<file path="src/rtl/sddr_port_arbiter.sv">
// sddr_port_arbiter: round-robin share of the sddr_ctrl data command port among NUM_PORTS requesters
//   cpu_clock_i/reset_n_i          clock, async active-low reset
//   req_valid_i/address/write/data per-port commands (flattened, port p in slice p)
//   req_ack_o                      one-hot: command of a port accepted this cycle
//   req_rsp_ready_o/req_rsp_data_o one-hot read-response pulse and shared read data
//   data_cmd_*_o / data_cmd_ack_i  command channel to sddr_ctrl
//   data_rsp_ready_i/data_rsp_data_i read response from sddr_ctrl
//   busy_o/owner_o                 state != IDLE / current or last granted port
//   timeout_o/clear_timeout_i      sticky lost-read flag and its clear
module sddr_port_arbiter #(
    parameter int NUM_PORTS    = 2,
    parameter int ADDRESS_BITS = 27,
    parameter int DATA_WIDTH   = 128,
    parameter int RSP_TIMEOUT  = 1024,
    localparam int PW = (NUM_PORTS > 1) ? $clog2(NUM_PORTS) : 1,
    localparam int CW = (RSP_TIMEOUT > 0) ? $clog2(RSP_TIMEOUT + 1) : 1
) (
    input  logic                              cpu_clock_i,
    input  logic                              reset_n_i,
    input  logic [NUM_PORTS-1:0]              req_valid_i,
    input  logic [NUM_PORTS*ADDRESS_BITS-1:0] req_address_i,
    input  logic [NUM_PORTS-1:0]              req_write_i,
    input  logic [NUM_PORTS*DATA_WIDTH-1:0]   req_data_i,
    output logic [NUM_PORTS-1:0]              req_ack_o,
    output logic [NUM_PORTS-1:0]              req_rsp_ready_o,
    output logic [DATA_WIDTH-1:0]             req_rsp_data_o,
    output logic                              data_cmd_valid_o,
    output logic [ADDRESS_BITS-1:0]           data_cmd_address_o,
    output logic                              data_cmd_write_o,
    output logic [DATA_WIDTH-1:0]             data_cmd_data_o,
    input  logic                              data_cmd_ack_i,
    input  logic                              data_rsp_ready_i,
    input  logic [DATA_WIDTH-1:0]             data_rsp_data_i,
    output logic                              busy_o,
    output logic [PW-1:0]                     owner_o,
    output logic                              timeout_o,
    input  logic                              clear_timeout_i
);
    typedef enum logic [1:0] {IDLE, ISSUE, WAIT_RSP} state_t;
    state_t                  state_q;
    logic [PW-1:0]           owner_q, rr_ptr_q, grant_d, ptr_d;
    logic [CW-1:0]           counter_q;
    logic                    timeout_q;
    logic [NUM_PORTS-1:0]    rsp_ready_q, own_oh;
    logic [DATA_WIDTH-1:0]   rsp_data_q;
    logic                    issue, xfer, to_hit;
    logic [PW:0]             cand;
    logic [ADDRESS_BITS-1:0] addr_a [NUM_PORTS];
    logic [DATA_WIDTH-1:0]   data_a [NUM_PORTS];
    for (genvar p = 0; p < NUM_PORTS; p++) begin : g_unpack
        assign addr_a[p] = req_address_i[p*ADDRESS_BITS +: ADDRESS_BITS];
        assign data_a[p] = req_data_i[p*DATA_WIDTH +: DATA_WIDTH];
    end
    // Scan downward so the candidate closest to rr_ptr (smallest offset) is the last one assigned.
    always_comb begin
        grant_d = owner_q;
        cand = '0;
        for (int i = NUM_PORTS - 1; i >= 0; i--) begin
            cand = {1'b0, rr_ptr_q} + (PW+1)'(i);
            if (cand >= (PW+1)'(NUM_PORTS)) cand = cand - (PW+1)'(NUM_PORTS);
            if (req_valid_i[cand[PW-1:0]]) grant_d = cand[PW-1:0];
        end
    end
    assign issue              = state_q == ISSUE;
    assign own_oh             = NUM_PORTS'(1) << owner_q;
    assign data_cmd_valid_o   = issue && req_valid_i[owner_q];
    assign xfer               = data_cmd_valid_o && data_cmd_ack_i;
    // Command buses are forced to zero outside ISSUE so nothing leaks while idle or waiting.
    assign data_cmd_address_o = issue ? addr_a[owner_q] : '0;
    assign data_cmd_write_o   = issue && req_write_i[owner_q];
    assign data_cmd_data_o    = issue ? data_a[owner_q] : '0;
    assign req_ack_o          = xfer ? own_oh : '0;
    assign ptr_d              = (owner_q == PW'(NUM_PORTS - 1)) ? '0 : owner_q + 1'b1;
    // A response arriving in the expiry cycle wins over the timeout.
    assign to_hit             = (RSP_TIMEOUT != 0) && (state_q == WAIT_RSP) && !data_rsp_ready_i
                                && (counter_q == CW'(1));
    assign busy_o             = state_q != IDLE;
    assign owner_o            = owner_q;
    assign timeout_o          = timeout_q;
    assign req_rsp_ready_o    = rsp_ready_q;
    assign req_rsp_data_o     = rsp_data_q;
    always_ff @(posedge cpu_clock_i or negedge reset_n_i) begin
        if (!reset_n_i) begin
            state_q     <= IDLE;
            owner_q     <= '0;
            rr_ptr_q    <= '0;
            counter_q   <= '0;
            timeout_q   <= 1'b0;
            rsp_ready_q <= '0;
            rsp_data_q  <= '0;
        end else begin
            rsp_ready_q <= '0;
            timeout_q   <= to_hit ? 1'b1 : clear_timeout_i ? 1'b0 : timeout_q;
            case (state_q)
                IDLE: if (|req_valid_i) begin
                    owner_q <= grant_d;
                    state_q <= ISSUE;
                end
                ISSUE: if (!req_valid_i[owner_q]) begin
                    state_q <= IDLE;
                end else if (data_cmd_ack_i) begin
                    rr_ptr_q  <= ptr_d;
                    state_q   <= req_write_i[owner_q] ? IDLE : WAIT_RSP;
                    counter_q <= CW'(RSP_TIMEOUT);
                end
                WAIT_RSP: if (data_rsp_ready_i) begin
                    rsp_data_q  <= data_rsp_data_i;
                    rsp_ready_q <= own_oh;
                    state_q     <= IDLE;
                end else if (to_hit) begin
                    rsp_data_q  <= '0;
                    rsp_ready_q <= own_oh;
                    state_q     <= IDLE;
                end else if (RSP_TIMEOUT != 0) begin
                    counter_q <= counter_q - 1'b1;
                end
                default: state_q <= IDLE;
            endcase
        end
    end
endmodule

</file>
<file path="config.mk">
export PLATFORM = sky130hd
export DESIGN_NAME = sddr_port_arbiter
export DESIGN_NICKNAME = d
export VERILOG_FILES = /design/src/rtl/sddr_port_arbiter.sv
export SDC_FILE = /design/constraint.sdc
export NUM_CORES = 1
export LEC_CHECK = 0
export CORE_AREA = 5 5 284 286
export DETAILED_ROUTE_END_ITERATION = 10
export DIE_AREA = 0 0 289 291
export PLACE_DENSITY = 0.35
export SETUP_SLACK_MARGIN = 0.1
export SYNTH_ARGS = -nofsm -noshare
export SYNTH_HDL_FRONTEND = slang
export SYNTH_SLANG_ARGS = --single-unit
</file>
<file path="constraint.sdc">
create_clock -name cpu_clock_i -period 2.3 [get_ports cpu_clock_i]
set_input_delay 0.345 -clock cpu_clock_i [delete_from_list [all_inputs] [get_ports cpu_clock_i]]
set_output_delay 0.345 -clock cpu_clock_i [all_outputs]
set_load 0.01 [all_outputs]
</file>
==> impl_metrics.yaml <==
critical_path:
  end_kind: "output pin"
  critPathKind: "reg -> out"
  cp_cell_sequence: "buf_12, buf_16, buf_4, buf_12, mux2i_4, nor2_4, buf_6"
  max_stage_delay_ns: 0.55
  path_max_fanout: 6
  start_kind: "flop"
  path_common_cell: "buf_12"
  cp.required_ns: 1.96
  critPathSlowestCell: "dfrtp_4"
  arrival_ns: 2.05
detailed_routing:
  routed_wl_um: 68400
  routedWlPerCell_um: 26.1
  routed-via-count: 9696
  drc: 0
  viasPerCell: 3.70
  ant_nets: 0
  drtPass1Iterations: 4
  first_iter_violations: 406
synthesis:
  seq_area_frac_synth_pct: 47.0
  syn_nets: 1178
  ys_ff_latch: 146
  syn_area_um2: 7770
  syn_inst: 729
  ys_warn_count: 0
  async_flop_share_pct: 100
  avgSynthCellArea_um2: 10.7
  ys.flop_type: "dfrtp_1"
  yosysUniqueCellTypes: 38
  synth_edf_count: 0
die:
  rows: 103
  dieArea_um2: 84100
  die_x_um: 289
  io_pins: 739
  die_y_um: 291
  start_util_pct: 9.95
  fp.coreArea_um2: 78100
timing:
  clock.fmax_ghz: 0.417
  setup_ws_ns: -0.0979
  slew_headroom_pct: 60.5
  finalCritPeriodShare_pct: 104
  skew_ns: 0.0209
  slew_viol_final: 0
  setup_viol: 37
  layout_min_cycle_time_ns: 2.40
  worstMarginPinSlew_ns: 0.593
  rsz0062_at_grt: "true"
  final_hold_viol_count: 0
  hold_ws_ns: 0.420
cells_and_area:
  multi_input_area_um2: 4270
  layout_common_cells: "clkdlybuf4s50_1, nor2_1, dfrtp_1"
  syn2layout_area_growth_pct: 140
  postLayoutCoreUtil_pct: 23.8
  regArea_um2: 3660
  drive_gt1_share_pct: 24.3
  final_nets: 1987
  final_common_cell: "clkdlybuf4s50_1"
  n_fill_cell: 8488
global_route:
  grt_pass1_wl_um: 84400
  antenna_found_initial: 70
  grt_pass1_vias: 9957
  gr-total-overflow: 0
  grt_start_max_net_pins: 81
  grt_usage_pct: 14.6
clocking:
  cts_root_buf: "clkbuf_16"
  cts_buffers: 17
  htree_levels: 4
  cts_tree: "done"
  clkTransAtPathRegs_ns: 0.07
  clk-insertion-delay-late_ns: 0.47
  clock_path_buffers: 2
  clkSinkCount: 146
power:
  powerDensity_nw_per_um2: 1190
  p_leak_nw: 8.04
  ir_drop_mv: 0.575
  power_mw: 22.1
hold_path:
  hp-class: "in -> async"
placement:
  place_hpwl_um: 53800
  gp_congestion: 0.849
  port_buffers: 738
  pre_cts_ws_ns: -0.465
run_status:
  status: "finished, violations left"
  violations: "negative setup slack"
job:
  drv_cap: 0
power breakdown:
group / internal, mW / switching, mW
Combinational: 8.20 / 6.53
Sequential: 3.78 / 0.768
Clock: 1.52 / 1.33
worst max-delay path, delay by kind of cell, from the launching register on:
family	cells	cell delay [ns]
multiplexers	1	0.24
buffers and inverters	5	0.74
AND/OR/NAND/NOR	1	0.05
flip-flops	1	0.55
routing by layer:
metal / vias to the layer above / share of wire [%] / GRT usage (%)
met2: 590 / 55 / 27.4
met4: 10 / 3.5 / 6.83
li1: 4308 / - / -
met5: - / 0.085 / 0
met3: 158 / 10 / 6.43
met1: 4630 / 31 / 13.4
stage by stage:
stage | TNS (ns) | instance area, µm² | std cells
2_1_floorplan | 0 | 7770 | 729
4_1_cts | -11.39 | 17400 | 2537
3_3_place_gp | -2.64 | 16700 | 2495
5_1_grt | -16.31 | 18600 | 2614
3_5_place_dp | -2.47 | 16700 | 2495
6_report | -1.07 | 18600 | 2619
cells by family (layout without fill, tap and decap cells):
logic type | Yosys count | after routing | synth area share [%]
AOI/OAI and AO/OA | 162 | 162 | 17.7
adders and majority gates | 2 | 2 | 0.322
buffers and inverters | 73 | 894 | 4.80
DFF | 146 | 146 | 47.0
muxes | 158 | 158 | 20.4
other | 0 | 19 | 0
and+or+nand+nor | 188 | 188 | 9.75
timing repair:
action | CTS | global route
buffers inserted | 6 | 35
pin swaps | 1 | 112
hold buffers | 1 | 0
endpoints found under the setup margin | 160 | 288
resized for setup | 443 | 361
endpoints found under the hold margin | 49 | 0
gates cloned | 4 | 33
final timing paths:
path                                      from             endpoint  slack (ns)  cells after the start
max in group asynchronous            reset_n_i         counter_q[9]        1.17                      3
min in group cpu_clock_i   data_rsp_data_i[56]   req_rsp_data_o[56]        0.47                      2
max                                    owner_o  data_cmd_data_o[72]        -0.1                      7
min reg2reg                         state_q[1]           state_q[0]        0.48                      1
max reg2reg                       counter_q[1]   req_rsp_data_o[47]       -0.03                     10
min                                  reset_n_i   req_rsp_data_o[17]        0.42                      2
cell usage after synthesis, types with 2 or more instances:
master / n / share of area [%]
o21ai_0: 3 / 0.19
a31oi_1: 6 / 0.48
a21o_1: 5 / 0.48
a22o_1: 128 / 14
buf_6: 11 / 1.6
nand2_1: 6 / 0.29
ha_1: 2 / 0.32
inv_1: 6 / 0.29
o41ai_1: 2 / 0.23
o21ai_1: 2 / 0.13
buf_1: 4 / 0.19
dfrtp_1: 146 / 47
buf_2: 13 / 0.84
or3_1: 3 / 0.24
mux2i_1: 158 / 20
clkbuf_1: 39 / 1.9
nor2_1: 169 / 8.2
a21oi_1: 5 / 0.32
nand2b_1: 2 / 0.16
state kept, by name (all words and copies together) (netlist names):
signal	count
req_rsp_ready_o	2
timeout_o	1
state_q	2
owner_o	1
counter_q	11
req_rsp_data_o	128
rr_ptr_q	1
layout make-up:
class | instances | area share, %
diodes | 19 | 0.255
inverters | 6 | 0.141
clock buffers | 17 | 2.29
multi-input cells | 510 | 22.9
flip-flops and latches | 146 | 19.6
well taps | 1050 | 7.06
clock inverters | 14 | 0.780
repair buffers | 857 | 46.9
Note: power is estimated with default switching activity, not from simulation.
